<file path="src/rtl/alu_wb_stage.sv">
// Execute/writeback stage for the 16x16 register file: eight ALU ops, a 16-cycle
// shift-add multiplier, and a one-deep bypass from the value currently being written.
module alu_wb_stage #(
  parameter int WIDTH        = 16,
  parameter bit R0_HARDWIRED = 1'b1
) (
  input  logic             clk,
  input  logic             Clear,
  input  logic             valid_in,
  output logic             ready_in,
  input  logic [2:0]       op,
  input  logic [3:0]       rs,
  input  logic [3:0]       rt,
  input  logic [3:0]       rd,
  input  logic [WIDTH-1:0] A,
  input  logic [WIDTH-1:0] B,
  output logic [WIDTH-1:0] C,
  output logic [3:0]       Caddr,
  output logic             Load,
  output logic             busy
);

  localparam logic [0:0] ST_IDLE = 1'b0;
  localparam logic [0:0] ST_MUL  = 1'b1;

  localparam logic [2:0] OP_ADD = 3'b000;
  localparam logic [2:0] OP_SUB = 3'b001;
  localparam logic [2:0] OP_AND = 3'b010;
  localparam logic [2:0] OP_OR  = 3'b011;
  localparam logic [2:0] OP_XOR = 3'b100;
  localparam logic [2:0] OP_SLT = 3'b101;
  localparam logic [2:0] OP_SLL = 3'b110;
  localparam logic [2:0] OP_MUL = 3'b111;

  logic [0:0]       state_reg;
  logic [WIDTH-1:0] c_reg;
  logic [3:0]       caddr_reg;
  logic             load_reg;
  logic [WIDTH-1:0] mcand_reg;
  logic [WIDTH-1:0] mplier_reg;
  logic [WIDTH-1:0] acc_reg;
  logic [3:0]       cnt_reg;
  logic [3:0]       rd_reg;

  logic [WIDTH-1:0] op_a;
  logic [WIDTH-1:0] op_b;
  logic [WIDTH-1:0] alu_result;
  logic [WIDTH-1:0] acc_next;
  logic             rd_wr_ok;
  logic             rd_reg_wr_ok;

  assign ready_in = (state_reg == ST_IDLE);
  assign busy     = (state_reg == ST_MUL);
  assign C        = c_reg;
  assign Caddr    = caddr_reg;
  assign Load     = load_reg;

  // Forward the value on the write port; Load is never high for a suppressed r0 write.
  assign op_a = (load_reg && caddr_reg == rs) ? c_reg : A;
  assign op_b = (load_reg && caddr_reg == rt) ? c_reg : B;

  assign rd_wr_ok     = !(R0_HARDWIRED && rd == 4'd0);
  assign rd_reg_wr_ok = !(R0_HARDWIRED && rd_reg == 4'd0);

  // Logarithmic left shifter: stage gi shifts by 2**gi when op_b[gi] is set.
  logic [WIDTH-1:0] sll_stage [0:4];
  assign sll_stage[0] = op_a;
  generate
    for (genvar gi = 0; gi < 4; gi++) begin : g_sll
      assign sll_stage[gi+1] = op_b[gi] ? (sll_stage[gi] << (1 << gi)) : sll_stage[gi];
    end
  endgenerate

  always_comb begin
    alu_result = '0;
    case (op)
      OP_ADD:  alu_result = op_a + op_b;
      OP_SUB:  alu_result = op_a - op_b;
      OP_AND:  alu_result = op_a & op_b;
      OP_OR:   alu_result = op_a | op_b;
      OP_XOR:  alu_result = op_a ^ op_b;
      OP_SLT:  alu_result = ($signed(op_a) < $signed(op_b)) ? WIDTH'(1) : '0;
      OP_SLL:  alu_result = sll_stage[4];
      default: alu_result = '0;
    endcase
  end

  assign acc_next = mplier_reg[0] ? (acc_reg + mcand_reg) : acc_reg;

  always_ff @(posedge clk or posedge Clear) begin
    if (Clear) begin
      state_reg  <= ST_IDLE;
      c_reg      <= '0;
      caddr_reg  <= '0;
      load_reg   <= 1'b0;
      mcand_reg  <= '0;
      mplier_reg <= '0;
      acc_reg    <= '0;
      cnt_reg    <= '0;
      rd_reg     <= '0;
    end else begin
      case (state_reg)
        ST_IDLE: begin
          if (valid_in) begin
            if (op == OP_MUL) begin
              mcand_reg  <= op_a;
              mplier_reg <= op_b;
              acc_reg    <= '0;
              cnt_reg    <= '0;
              rd_reg     <= rd;
              state_reg  <= ST_MUL;
              load_reg   <= 1'b0;
            end else begin
              c_reg     <= alu_result;
              caddr_reg <= rd;
              load_reg  <= rd_wr_ok;
            end
          end else begin
            load_reg <= 1'b0;
          end
        end
        default: begin
          acc_reg    <= acc_next;
          mcand_reg  <= mcand_reg << 1;
          mplier_reg <= mplier_reg >> 1;
          cnt_reg    <= cnt_reg + 4'd1;
          load_reg   <= 1'b0;
          // Sixteenth iteration: write the finished product back.
          if (cnt_reg == 4'd15) begin
            c_reg     <= acc_next;
            caddr_reg <= rd_reg;
            load_reg  <= rd_reg_wr_ok;
            state_reg <= ST_IDLE;
          end
        end
      endcase
    end
  end

endmodule
</file>
<file path="config.mk">
export PLATFORM = sky130hd
export DESIGN_NAME = alu_wb_stage
export DESIGN_NICKNAME = d
export VERILOG_FILES = /design/src/rtl/alu_wb_stage.sv
export SDC_FILE = /design/constraint.sdc
export NUM_CORES = 1
export LEC_CHECK = 0
export ABC_AREA = 1
export CORE_MARGIN = 8
export CORE_UTILIZATION = 48
export DETAILED_ROUTE_END_ITERATION = 10
export GPL_TIMING_DRIVEN = 0
export PLACE_DENSITY_LB_ADDON = 0.12
export SYNTH_ARGS = -nofsm -noshare
export SYNTH_HDL_FRONTEND = slang
export SYNTH_SLANG_ARGS = --single-unit
</file>
<file path="constraint.sdc">
create_clock -name clk -period 4.28 [get_ports clk]
set_input_delay 1.284 -clock clk [delete_from_list [all_inputs] [get_ports clk]]
set_output_delay 1.284 -clock clk [all_outputs]
set_load 0.02 [all_outputs]
</file>
==> reports/metrics.csv <==
stage,metric,value,unit
die,Die Width,146.3,µm
clock_tree,CTS tree,built,
clock_tree,clock buffer depth,2,
die,core area,0.01658,mm²
power,P_leak,5.125,nW
setup_path,most common cell type on the critical path,nand2_1,
global_routing,number of global-route vias before repair,8582,
setup_path,CP peak stage delay,0.28,ns
setup_path,worst reg2reg startpoint,Caddr[0]$_DFFE_PP0P_,
final_layout,fin cells,1595,
synth,adder-cell share of the synthesized area,11.95,%
clock_tree,CTS sink count,78,
clock_tree,CTS H-tree lvls,3,
power,Switch Pwr,0.002682,W
worst_hold_path,Worst Hold Depth,2,
timing,min Tclk post-route,4.200,ns
synth,Yosys warnings,0,
setup_path,R2R cell count,23,
clock_tree,hold_buf cts,0,
setup_path,R2R Setup Slk,0.78,ns
power,Design Power,0.005369,W
final_layout,"commonest cells after routing, fill and taps aside","316 x nand2_1, 127 x inv_1, 91 x nand3_1",
timing,Final Max Tran Viols,0,
setup_path,Worst Setup End Kind,flop,
synth,#FFs+latches synth,78,
drt,via count,9434,
clock_tree,clock-pin slew on the worst setup and hold paths,0.06,ns
timing,final setup TNS,0,ns
place,PortBufs,71,
worst_hold_path,Hold Path End,mplier_reg[4]$_DFFE_PP0P_,
setup_path,Worst setup SP type,input pin,
worst_hold_path,Hold Crit Start,mplier_reg[5]$_DFFE_PP0P_,
timing,# setup viols final,0,
final_layout,Nets,1496,
place,Post-DP HPWL,24830,µm
synth,Post-Synthesis Cells,1232,
power,part of the power in registers,25.9,%
synth,"Top FF cell, synth",dfrtp_1,
power,Gate power share,59.8,%
setup_path,WP data required,4.50,ns
clock_tree,CTS buffer count,9,
setup_path,CP Max Fanout,7,
timing,Slew @ Worst Pin,1.134,ns
global_routing,pin count of the biggest net entering global routing,62,
synth,Synth Area in Simple Gates,31.83,%
timing,Final Hold Fails,0,
power,Cell Pwr Density,504.9,mW/mm²
drt,DRC viols,0,
setup_path,"CP delay by family, top",simple AND/OR/NAND/NOR gates,
drt,wire length per cell,20.43,µm
setup_path,Reg-to-Reg End,C[14]$_DFFE_PP0P_,
clock_tree,clock root buffer,clkbuf_16,
final_layout,share of layout cells above drive strength 1,18.55,%
place,Placer Congestion,0.9989,
timing,fmax,0.2381,GHz
final_layout,Antenna Cells,0,
timing,clock skew,0.01211,ns
die,Initial Utilization,49.12,%
power,power share of the clock group,14.3,%
synth,sequential share of the synthesized area,23.96,%
final_layout,# fillers,1558,
power,switching share of power,49.96,%
setup_path,WP buf/inv,6,
timing,Relative slew margins,23.80,%
global_routing,Overall Global Routing Usage,29.66,%
setup_path,crit path from,rt[3],
setup_path,CP Data Arrival Time,4.42,ns
place,Cells after DPL,1524,
die,die footprint,0.02139,mm²
drt,number of routed nets with antenna violations,0,
worst_hold_path,worst min-delay path class,flop to flop,
setup_path,slowest CP cell,ha_4,
setup_path,crit path cell chain,dlygate4sd2_1 -> nand2_1 -> nand2_2 -> nor2_4 -> nand3_4 -> buf_12 -> clkbuf_16 -> o21ai_4 -> inv_2 -> ha_4 -> buf_4 -> a21oi_4 -> nand2_2 -> nand2_2 -> nand3_2 -> buf_4 -> nand2_1 -> nand3_1 -> xor2_1 -> nor2_1 -> nor2_1 -> nand2_1 -> nand2_1 -> a21oi_2,
timing,period utilisation layout,98.12,%
global_routing,antenna violations before repair,0,
final_layout,"commonest non-fill, non-tap cell in the layout",nand2_1,
drt,Pre-antenna DRT Iters,6,
synth,largest family of logic cells by synthesized area,simple AND/OR/NAND/NOR gates,
clock_tree,clk_lat worst skew,0.35,ns
synth,syn avg cell area,6.611,µm²
global_routing,first-pass GRT wire length,49650,µm
drt,vias per cell,5.915,
synth,mapped cell area,0.008145,mm²
drt,Initial DRC Count,1036,
die,num rows,47,
power,VDD IR max,0.4111,mV
synth,Synth Area in Compound Gates,20.86,%
die,top-level I/O count,73,
final_layout,Syn-to-layout area delta,30.54,%
global_routing,grt ovf,0,
outcome,status,"finished, final reports clean",
synth,Netlist cell types,53,
synth,mux contribution to synthesized area,0,%
synth,Post-synth EDFFs,0,
drt,drt total wl,32590,µm
run,Max Cap Viol,0,
synth,Synth Net Count,1358,
die,die height,146.3,µm
setup_path,Setup CP Type,input pin to flop,
synth,ys async rst share,100.0,%
synth,Synth Area in XOR/XNOR,1.075,%
power,cell internal pwr,0.002687,W
## how the worst max path moves through the flow
| stage | endpoint | slack (ns) | cells past startpoint |
|---|---|---|---|
| finish | C[14]$_DFFE_PP0P_ | 0.08 | 24 |
| global placement | C[9]$_DFFE_PP0P_ | -1.74 | 22 |
| CTS | C[14]$_DFFE_PP0P_ | 0.00003 | 21 |
| floorplan | C[14]$_DFFE_PP0P_ | 0.06 | 20 |
| global route | C[14]$_DFFE_PP0P_ | -0.06 | 26 |
| detailed placement | C[9]$_DFFE_PP0P_ | -1.77 | 23 |
## metal layers
metal | GRT usage (%) | up-vias | wire, µm
met5 | 0 | - | 0
met2 | 43.45 | 547 | 13620
met1 | 42.00 | 4401 | 14500
met3 | 6.459 | 90 | 3271
li1 | - | 4396 | -
met4 | 10.25 | 0 | 1188
## metrics by stage
stage	util (%)	instance area, µm²	setup slack [ns]	hold WS, ns
floorplan	-	8145	0.05898	0.4586
global placement	55.06	9131	-1.744	0.4743
detailed placement	55.24	9161	-1.769	0.4800
CTS	61.93	10270	0.00003375	0.4987
global route	64.12	10630	-0.06423	0.5296
finish	64.12	10630	0.08044	0.4962
## logic make-up after synthesis
kind of cell / count (synthesis)
and+or+nand+nor: 584
AOI/OAI and AO/OA: 279
buffers and inverters: 205
DFF: 78
adders and majority gates: 76
xor gates and xnor gates: 10
## layout make-up
class | instances | area, µm² | share of cell area [%]
sequential | 78 | 1952 | 18.36
clock inverter | 7 | 65.06 | 0.6119
tap | 220 | 275.3 | 2.589
multi-input combinational | 949 | 5951 | 55.97
inverter | 159 | 629.4 | 5.919
buffer | 38 | 260.3 | 2.448
timing repair buffer | 135 | 1275 | 11.99
clock buffer | 9 | 225.2 | 2.118
## synth_stat cells, drive strengths merged, types with 14 or more instances
library cell  instances  area share [%]
a21oi                86             5.5
a31oi                14             1.1
buf                  20             1.8
clkbuf               26             1.2
dfrtp                78              24
ha                   73              11
inv                 155             7.1
nand2               352              17
nand3                99             6.6
nand4                28             2.2
nor2                 84             4.6
o211ai               33             3.0
o21ai               101             7.0
## worst register-to-register path, stage by stage (launching register included)
cell and delay [ns]:
dfrtp_1 0.46, nand2_1 0.13, nand2_2 0.07, nor2_4 0.16, nand3_4 0.15, buf_12 0.19
clkbuf_16 0.18, o21ai_4 0.20, inv_2 0.08, ha_4 0.28, buf_4 0.15, a21oi_4 0.15
nand2_2 0.10, nand2_2 0.09, nand3_2 0.12, buf_4 0.17, nand2_1 0.06, nand3_1 0.08
xor2_1 0.14, nor2_1 0.06, nor2_1 0.13, nand2_1 0.08, nand2_1 0.09, a21oi_2 0.06
## power by group through the flow
stage | clock, W | combinational [W] | sequential, W
after CTS | 0.000774 | 0.00303 | 0.00138
after floorplan | 0 | 0.00178 | 0.00139
after global placement | 0 | 0.00274 | 0.00136
after detailed placement | 0 | 0.00278 | 0.00136
after global routing | 0.000795 | 0.00350 | 0.00143
final | 0.000767 | 0.00321 | 0.00139
## repair_timing
action | CTS | global route
setup endpoints to repair | 15 | 14
setup buffers | 43 | 18
resized for setup | 155 | 46
pin swaps | 43 | 40
cloned | 2 | 0
Power figures use the tool's default switching activity.
